File: src/rtl/pwm_pkg.sv
// pwm_pkg: shared state type and constants for the PWM duty meter
package pwm_pkg;
    typedef enum logic [1:0] {IDLE, HIGH, LOW} state_t;
    localparam int PCT_SCALE = 100;
    localparam int PCT_W = 7;
    localparam int DIV_ITERS = 7;
endpackage

File: src/rtl/pwm_pct_div.sv
// pwm_pct_div: sequential restoring divider giving floor(hi*100/per), one quotient bit per cycle
module pwm_pct_div
    import pwm_pkg::*;
#(
    parameter int W = 16
) (
    input  logic             clk,
    input  logic             rst_n,
    input  logic             start,
    input  logic [W-1:0]     hi,
    input  logic [W-1:0]     per,
    output logic             busy,
    output logic             done,
    output logic [PCT_W-1:0] quo
);
    localparam int RW = W + PCT_W;
    localparam logic [RW-1:0] SCALE = RW'(PCT_SCALE);
    localparam logic [2:0] LAST = 3'(DIV_ITERS - 1);
    logic [RW-1:0] rem, rem_in, d_sh;
    logic [W-1:0] per_q, dv;
    logic [2:0] k, k_in;
    logic run, ge;
    // the start edge resolves the top quotient bit straight from the live operands
    assign rem_in = start ? {{PCT_W{1'b0}}, hi} * SCALE : rem;
    assign dv = start ? per : per_q;
    assign k_in = start ? 3'd0 : k;
    assign d_sh = {1'b0, dv, {(PCT_W-1){1'b0}}} >> k_in;
    assign ge = rem_in >= d_sh;
    assign busy = run | done;
    // one restoring step per cycle, quotient shifted in MSB first
    always_ff @(posedge clk or negedge rst_n) begin
        if (!rst_n) begin
            run <= 1'b0;
            done <= 1'b0;
            k <= '0;
            rem <= '0;
            per_q <= '0;
            quo <= '0;
        end else begin
            done <= run && k == LAST;
            if (start || run) begin
                rem <= ge ? rem_in - d_sh : rem_in;
                quo <= start ? {{(PCT_W-1){1'b0}}, ge} : {quo[PCT_W-2:0], ge};
                k <= start ? 3'd1 : k + 3'd1;
                run <= start || k != LAST;
            end
            if (start) per_q <= per;
        end
    end
endmodule

File: src/rtl/pwm_duty_meter.sv
// pwm_duty_meter: measures period, high time and whole-percent duty of an asynchronous PWM input
module pwm_duty_meter
    import pwm_pkg::*;
#(
    parameter int CNT_W = 16,
    parameter int SYNC_STAGES = 2,
    parameter int TIMEOUT = 1000
) (
    input  logic             clk,
    input  logic             rst_n,
    input  logic             pwm_in,
    output logic [CNT_W-1:0] period,
    output logic [CNT_W-1:0] high_time,
    output logic [PCT_W-1:0] duty_pct,
    output logic             meas_valid,
    output logic             overrun
);
    localparam logic [CNT_W-1:0] TMO = CNT_W'(TIMEOUT);
    logic [SYNC_STAGES-1:0] sync;
    logic [CNT_W-1:0] cnt, hi, pend_per, pend_hi;
    logic [PCT_W-1:0] quo;
    logic s, s_d, rise, fall, tmo, start, div_busy, div_done;
    state_t state;
    assign s = sync[SYNC_STAGES-1];
    assign rise = s & ~s_d;
    assign fall = ~s & s_d;
    assign tmo = cnt == TMO;
    // a closing rise either starts the divider or, if it is still busy, is discarded as an overrun
    assign start = state == LOW && rise && !div_busy;
    assign overrun = state == LOW && rise && div_busy;
    // input synchronizer and one-cycle delay for edge detection
    always_ff @(posedge clk or negedge rst_n) begin
        if (!rst_n) begin
            sync <= '0;
            s_d <= 1'b0;
        end else begin
            sync <= {sync[SYNC_STAGES-2:0], pwm_in};
            s_d <= s;
        end
    end
    // cycles since the last rise, saturating at the timeout
    always_ff @(posedge clk or negedge rst_n) begin
        if (!rst_n) cnt <= '0;
        else cnt <= rise ? CNT_W'(1) : tmo ? cnt : cnt + CNT_W'(1);
    end
    // measurement FSM: latches high time and period, publishes results and stuck-level reports
    always_ff @(posedge clk or negedge rst_n) begin
        if (!rst_n) begin
            state <= IDLE;
            hi <= '0;
            pend_per <= '0;
            pend_hi <= '0;
            period <= '0;
            high_time <= '0;
            duty_pct <= '0;
            meas_valid <= 1'b0;
        end else begin
            meas_valid <= div_done;
            if (div_done) begin
                period <= pend_per;
                high_time <= pend_hi;
                duty_pct <= quo;
            end
            if (start) begin
                pend_per <= cnt;
                pend_hi <= hi;
            end
            case (state)
                IDLE: if (rise) state <= HIGH;
                HIGH: begin
                    if (fall) begin
                        hi <= cnt;
                        state <= LOW;
                    end else if (tmo) begin
                        period <= '0;
                        high_time <= '0;
                        duty_pct <= PCT_W'(PCT_SCALE);
                        meas_valid <= 1'b1;
                        state <= IDLE;
                    end
                end
                LOW: begin
                    if (rise) begin
                        state <= HIGH;
                    end else if (tmo) begin
                        period <= '0;
                        high_time <= '0;
                        duty_pct <= '0;
                        meas_valid <= 1'b1;
                        state <= IDLE;
                    end
                end
                default: state <= IDLE;
            endcase
        end
    end
    pwm_pct_div #(.W(CNT_W)) u_div (
        .clk  (clk),
        .rst_n(rst_n),
        .start(start),
        .hi   (hi),
        .per  (cnt),
        .busy (div_busy),
        .done (div_done),
        .quo  (quo)
    );
endmodule
File: config.mk
export PLATFORM = sky130hd
export DESIGN_NAME = pwm_duty_meter
export DESIGN_NICKNAME = d
export VERILOG_FILES = /design/src/rtl/pwm_pkg.sv /design/src/rtl/pwm_pct_div.sv /design/src/rtl/pwm_duty_meter.sv
export SDC_FILE = /design/constraint.sdc
export NUM_CORES = 1
export LEC_CHECK = 0
export ABC_AREA = 0
export BUFFER_PORTS_ARGS = -buffer_cell sky130_fd_sc_hd__buf_2
export CAP_MARGIN = 0
export CORE_MARGIN = 8
export CORE_UTILIZATION = 50
export CTS_BUF_LIST = sky130_fd_sc_hd__clkbuf_4 sky130_fd_sc_hd__clkbuf_8 sky130_fd_sc_hd__clkbuf_16
export CTS_CLUSTER_DIAMETER = 100
export CTS_CLUSTER_SIZE = 40
export DETAILED_ROUTE_END_ITERATION = 16
export GPL_TIMING_DRIVEN = 0
export PLACE_DENSITY = 0.76
export SYNTH_ARGS = -nofsm -noshare
export SYNTH_HDL_FRONTEND = slang
export SYNTH_HIERARCHICAL = 1
export SYNTH_SLANG_ARGS = --single-unit
File: constraint.sdc
create_clock -name clk -period 7.8 [get_ports clk]
set_clock_uncertainty 0.05 [all_clocks]
set_input_delay 0.78 -clock clk [delete_from_list [all_inputs] [get_ports clk]]
set_output_delay 0.78 -clock clk [all_outputs]
set_load 0.01 [all_outputs]
* Word-level counts from Yosys, hierarchy flattened *
Index checks and enable logic that the tools add are counted.

storage, ports and cells
  word-level logic and storage cells = 77
  input port bits = 3
  flip-flop bits (word level) = 160

operators by class
  add/subtract/negate cells = 3
  equality and inequality tests = 7
  reductions and logical operators = 9
  $mul = 1
  muxes and demuxes = 33
  $lt $le $gt $ge = 1
  bitwise operators = 5
  shifts and indexed selects = 1

operator list
  cell                                                                      number
  16-bit 2-to-1 mux                                                         11
  16-bit case mux with 2 select lines                                       2
  23-bit 2-to-1 mux                                                         2
  7-bit 2-to-1 mux                                                          6
  23-bit greater-or-equal comparator                                        1
  22-bit by 3-bit >> shifter with 23-bit output                             1
  23-bit subtractor                                                         1
  16-bit by 5-bit multiplier with 21-bit output (second input constant)     1
  16-bit by 1-bit adder with 16-bit output (second input constant)          1
  16-bit by 10-bit equality test with 1-bit output (second input constant)  1
  7-bit case mux with 2 select lines                                        1
  2-bit 2-to-1 mux                                                          4
  3-bit 2-to-1 mux                                                          2
  2-bit case mux with 3 select lines                                        1
  1-bit logical AND                                                         4
  2-bit inequality test (second input constant)                             2
  3-bit by 1-bit adder with 3-bit output (second input constant)            1
  3-bit equality test (second input constant)                               1
  1-bit 2-to-1 mux                                                          3
  3-bit inequality test (second input constant)                             1
  1-bit AND                                                                 2
  2-bit by 1-bit equality test with 1-bit output (second input constant)    1
  2-bit equality test (second input constant)                               1
  2-bit logical NOT                                                         1
  6 further kinds                                                           8

* Logic depth before layout (Yosys ltp) *
  depth in word-level cells = 8
  depth in mapped cells = 26

* By module *
The synthesis kept the hierarchy.

modules (own cells, without submodules)
  module          cells an instance  times used  area each (um2)  sequential area each (um2)
  pwm_pct_div     609                1           5582.9           1276.2
  pwm_duty_meter  364                1           4690.7           2727.6

* Least setup slack after synthesis *
No wires, ideal clock.

  path kind = reg-to-reg
  start = reg u_div.run
  end = reg u_div.quo[0]
  clock period less this slack = 5.637 ns
  path buffers = 7
  data arrival time = 5.462 ns
  required time = 7.625 ns
  slack = 2.163 ns
  cell stages (with the launch flop) = 24
  cell sequence = dfrtp_1 -> clkbuf_1 -> clkbuf_1 -> or2_2 -> nor2_1 -> clkbuf_1 -> nand2b_1 -> clkbuf_1 -> buf_1 -> mux2i_1 -> nor2_1 -> nor2_1 -> a211o_1 -> ha_1 -> o21ai_0 -> nor2_1 -> o31ai_4 -> a211oi_2 -> a221o_1 -> and2_4 -> a211o_1 -> buf_6 -> buf_6 -> mux2_4

on the way
  word-level cells in the longest chain between the ends = 7

ends and longest elaborated chain
  element                                                       line                                  text
  from (decl)                                                   pwm_pct_div.sv:22                     logic run, ge;
  from (signal assigned)                                        pwm_pct_div.sv:33                     run <= 1'b0;
  from (signal assigned)                                        pwm_pct_div.sv:45                     run <= start || k != LAST;
  1-bit OR (*)                                                  pwm_pct_div.sv:29                     assign busy = run | done;
  net div_busy                                                  pwm_duty_meter.sv:22                  logic s, s_d, rise, fall, tmo, start, div_busy, div_done;
  1-bit logical NOT (*)                                         pwm_duty_meter.sv:29                  assign start = state == LOW && rise && !div_busy;
  1-bit logical AND (*)                                         pwm_duty_meter.sv:29
  net start                                                     pwm_duty_meter.sv:22
  16-bit 2-to-1 mux / 3-bit 2-to-1 mux (equally long branches)  pwm_pct_div.sv:25, pwm_pct_div.sv:26
  22-bit by 3-bit >> shifter with 23-bit output                 pwm_pct_div.sv:27                     assign d_sh = {1'b0, dv, {(PCT_W-1){1'b0}}} >> k_in;
  23-bit greater-or-equal comparator                            pwm_pct_div.sv:28                     assign ge = rem_in >= d_sh;
  7-bit 2-to-1 mux                                              pwm_pct_div.sv:43                     quo <= start ? {{(PCT_W-1){1'b0}}, ge} : {quo[PCT_W-2:0], ge};
  to (signal assigned)                                          pwm_pct_div.sv:43
  to (decl)                                                     pwm_pct_div.sv:14                     output logic [PCT_W-1:0] quo

The timed path passes the listed nets; every way through them passes the cells marked *.
A chain may end at the register's enable or synchronous reset.

* Worst setup path in the final report *
  start = reg u_div.run
  end = reg u_div.rem[5]

on the way
  word-level cells in the longest chain between the ends = 7

ends and longest elaborated chain
  element                                                                         line                                  text
  1-bit OR (*)                                                                    pwm_pct_div.sv:29
  net div_busy                                                                    pwm_duty_meter.sv:22
  1-bit logical NOT (*)                                                           pwm_duty_meter.sv:29
  1-bit logical AND (*)                                                           pwm_duty_meter.sv:29
  net start                                                                       pwm_duty_meter.sv:22
  16-bit 2-to-1 mux (*)                                                           pwm_pct_div.sv:25                     assign dv = start ? per : per_q;
  net u_div.dv[6]                                                                 pwm_pct_div.sv:20                     logic [W-1:0] per_q, dv;
  22-bit by 3-bit >> shifter with 23-bit output (*)                               pwm_pct_div.sv:27
  23-bit subtractor / 23-bit greater-or-equal comparator (equally long branches)  pwm_pct_div.sv:42, pwm_pct_div.sv:28
  23-bit 2-to-1 mux (*)                                                           pwm_pct_div.sv:42                     rem <= ge ? rem_in - d_sh : rem_in;
  to (signal assigned)                                                            pwm_pct_div.sv:42
  to (decl)                                                                       pwm_pct_div.sv:19                     logic [RW-1:0] rem, rem_in, d_sh;

Marked as above.

==> flow_metrics.env <==
export IMPL_ys_seq_area_share_pct=39.0
export IMPL_dpl_cell_count=1287
export IMPL_io_buffers=43
export IMPL_use_met2_pct=31.6
export IMPL_hpwl_mm=18.4
export IMPL_fin_ws_ps=574
export IMPL_placed_area_sq_um=10900
export IMPL_synth_common_cells="160 x dfrtp_1, 102 x mux2i_1, 86 x a21oi_1, 82 x ha_1, 78 x mux2_2"
export IMPL_arrival_ps=7460
export IMPL_synth_top_flop_cell="dfrtp_1"
export IMPL_crit_path_end_kind="flip-flop"
export IMPL_rsz0062_at_grt="no"
export IMPL_slew_headroom_pct=42.5
export IMPL_synth_edff_count=0
export IMPL_crit_end="u_div/rem[5]$_DFFE_PN0P_"
export IMPL_reg2regPathDepth=23
export IMPL_post_cts_buffers=0
export IMPL_ff2ff_setup_slack_ps=570
export IMPL_hold_viol=0
export IMPL_cp_start_kind="flip-flop"
export IMPL_antennaDiodeCount=0
export IMPL_initial_core_util_pct=50.8
export IMPL_worstSkewPairLatency_ps=430
export IMPL_avgSynthCellArea_sq_um=10.6
export IMPL_min_path_type="primary input to asynchronous set/reset pin"
export IMPL_final_layout_size_suffix_gt1_share_pct=18.6
export IMPL_worst_pin_slew_ps=862
export IMPL_synth_cell_types=69
export IMPL_cts_resized=0
export IMPL_final_cells=1319
export IMPL_grt_pass1_vias=7864
export IMPL_yosys_warnings=6
export IMPL_synth_top_area_cell="dfrtp_1"
export IMPL_startpoint="u_div/run$_DFFE_PN0P_"
export IMPL_use_met3_pct=4.21
export IMPL_worstPathCellList="clkbuf_1 -> clkbuf_1 -> or2_2 -> nor2_1 -> clkbuf_1 -> clkbuf_1 -> buf_1 -> mux2_2 -> mux2i_1 -> mux2i_1 -> mux2i_1 -> ha_1 -> nand4_1 -> a21oi_2 -> o31ai_4 -> a211oi_2 -> a221o_1 -> and2_4 -> a211o_1 -> buf_6 -> buf_8 -> mux2i_1 -> a21oi_1"
export IMPL_async_flop_share_pct=100
export IMPL_wl_per_cell_um=19.0
export IMPL_ioPinCount=44
export IMPL_design_power_total_uw=3780
export IMPL_fin_crit_ps=7230
export IMPL_fp_dieArea_sq_um=25400
export IMPL_fillers=1681
export IMPL_syn_inst=973
export IMPL_drv_slew=0
export IMPL_drt_iter0_drc=594
export IMPL_slowest_delay_ps=710
export IMPL_tns_ps=0
export IMPL_grt_max_degree=82
export IMPL_max_freq_mhz=138
export IMPL_ir_drop_v=0.000221
export IMPL_dp_worst_setup_slack_ps=624
export IMPL_cap_viol_max_count=0
export IMPL_finish_instance_area_sq_um=11400
export IMPL_row_count=52
export IMPL_path_clk_slew_ps=70
export IMPL_grt_overflow_total=0
export IMPL_synthesis_area_sq_um=10300
export IMPL_die_y_um=159
export IMPL_routabilityCongestion=0.939
export IMPL_grt_busiest_layer="met2"
export IMPL_first_pass_iters=5
export IMPL_cp_required_ps=8030
export IMPL_p_per_area_nw_per_um2=331
export IMPL_wirelength_mm=25.0
export IMPL_route_detailed_drc=0
export IMPL_reg2reg_from="u_div/run$_DFFE_PN0P_"
export IMPL_grt_total_usage_pct=19.7
export IMPL_cts_hold_buf=0
export IMPL_path_max_fanout=13
export IMPL_final_nets=1133
export IMPL_core_area_sq_um=20200
export IMPL_ys_ff_latch=160
export IMPL_synth_top_cell_area_share_pct=39.0
export IMPL_synthTopCellsByArea="dfrtp_1 39%, ha_1 10%, mux2i_1 9.9%"
export IMPL_final_setup_viol_count=0
export IMPL_grt_use_met1_pct=25.9
export IMPL_grt_pass1_wl_mm=40.8
export IMPL_reg2reg_to="u_div/rem[5]$_DFFE_PN0P_"
export IMPL_path_class="flip-flop to flip-flop"
export IMPL_outcome="complete, no violations"
export IMPL_routed_via_density=5.87
export IMPL_vias=7742
export IMPL_grt_antenna_before_repair=0
export IMPL_synth_nets=1070
export IMPL_cp_slowest_cell="clkbuf_1"
export IMPL_leakagePower_uw=0.00550
export IMPL_cts_tree="done"
export IMPL_cts_root_buf="clkbuf_16"
export IMPL_clock_path_buffers=2
export IMPL_cts_buffers=17
export IMPL_period_share_pct=92.6
export IMPL_cts_max_level=4
export IMPL_cts_num_sinks=160
export IMPL_die_w_um=159
export IMPL_synthMostInstantiatedCell="dfrtp_1"
export IMPL_area_delta_synth_final_pct=11.3
export IMPL_drtAntennaViolNets=0
cell usage in the layout (no fill, tap or decap), drive strengths merged, types with 16 or more instances in the layout:
cell    count
dfrtp     160
mux2       79
buf        63
ha         82
inv        49
mux2i     102
a21oi      99
o21ai      37
xor2       16
xnor2      26
nor2       63
clkbuf     44
nand2      52
per-stage QoR:
step	hold slack, ps	util, %
CTS	301	56.5
detailed placement	293	53.7
global route	312	56.5
finish	259	56.5
floorplan	281	-
global placement	291	53.5
critical path: cells and delay by family, from the launching register on:
| kind | cells | cell delay [ps] |
|---|---|---|
| buffers and inverters | 7 | 2610 |
| AO/OA/AOI/OAI | 6 | 1280 |
| AND/OR/NAND/NOR | 4 | 1230 |
| multiplexers | 5 | 1190 |
| flip-flops | 1 | 370 |
| adder cells (fa/ha/maj) | 1 | 330 |
logic make-up (layout without fill, tap and decap cells):
| group | Yosys count | after routing | synth area share (%) |
|---|---|---|---|
| compound gates | 201 | 201 | 12.7 |
| xor+xnor | 42 | 42 | 3.58 |
| fa+ha+maj | 94 | 94 | 12.3 |
| buf+inv | 89 | 165 | 3.98 |
| flops | 160 | 160 | 39.0 |
| mux | 181 | 181 | 18.6 |
| simple gates | 206 | 206 | 9.83 |
area by class of cell:
| cell class | count | area, sq um | share of cell area, % |
|---|---|---|---|
| Clock inverter | 14 | 126 | 1.11 |
| Buffer | 45 | 244 | 2.13 |
| Timing Repair Buffer | 44 | 253 | 2.21 |
| Inverter | 44 | 165 | 1.44 |
| Sequential cell | 160 | 4000 | 35.0 |
| Tap cell | 270 | 338 | 2.96 |
| Clock buffer | 18 | 439 | 3.84 |
| Multi-Input combinational cell | 724 | 5860 | 51.3 |
flip-flops by register name, indices dropped and copies added, names as in the netlist:
register	cells
cnt	16
duty_pct	7
hi	16
high_time	16
meas_valid	1
pend_hi	16
pend_per	16
period	16
s_d	1
state	2
sync	2
u_div/done	1
u_div/k	3
u_div/per_q	16
u_div/quo	7
u_div/rem	23
u_div/run	1
worst min-delay path by stage:
stage / start / depth (start not counted) / slack (ps) / endpoint
final: rst_n / 1 / 260 / period[1]$_DFF_PN0_
after global routing: rst_n / 1 / 310 / period[1]$_DFF_PN0_
after CTS: rst_n / 1 / 300 / period[1]$_DFF_PN0_
after detailed placement: sync[0]$_DFF_PN0_ / 0 / 290 / sync[1]$_DFF_PN0_
after global placement: sync[0]$_DFF_PN0_ / 0 / 290 / sync[1]$_DFF_PN0_
after floorplan: sync[0]$_DFF_PN0_ / 0 / 280 / sync[1]$_DFF_PN0_
power breakdown:
part           internal [uW]  total [uW]  switching, uW
Sequential               973        1100            124
Combinational            798        1880           1090
Clock                    426         801            374
routing by layer:
metal / part of all wire (%) / vias to the layer above
met3: 5.4 / 50
li1: - / 3617
met5: 0 / -
met2: 47 / 262
met4: 2.4 / 0
met1: 45 / 3813
Note: power is estimated with default switching activity, not from simulation.
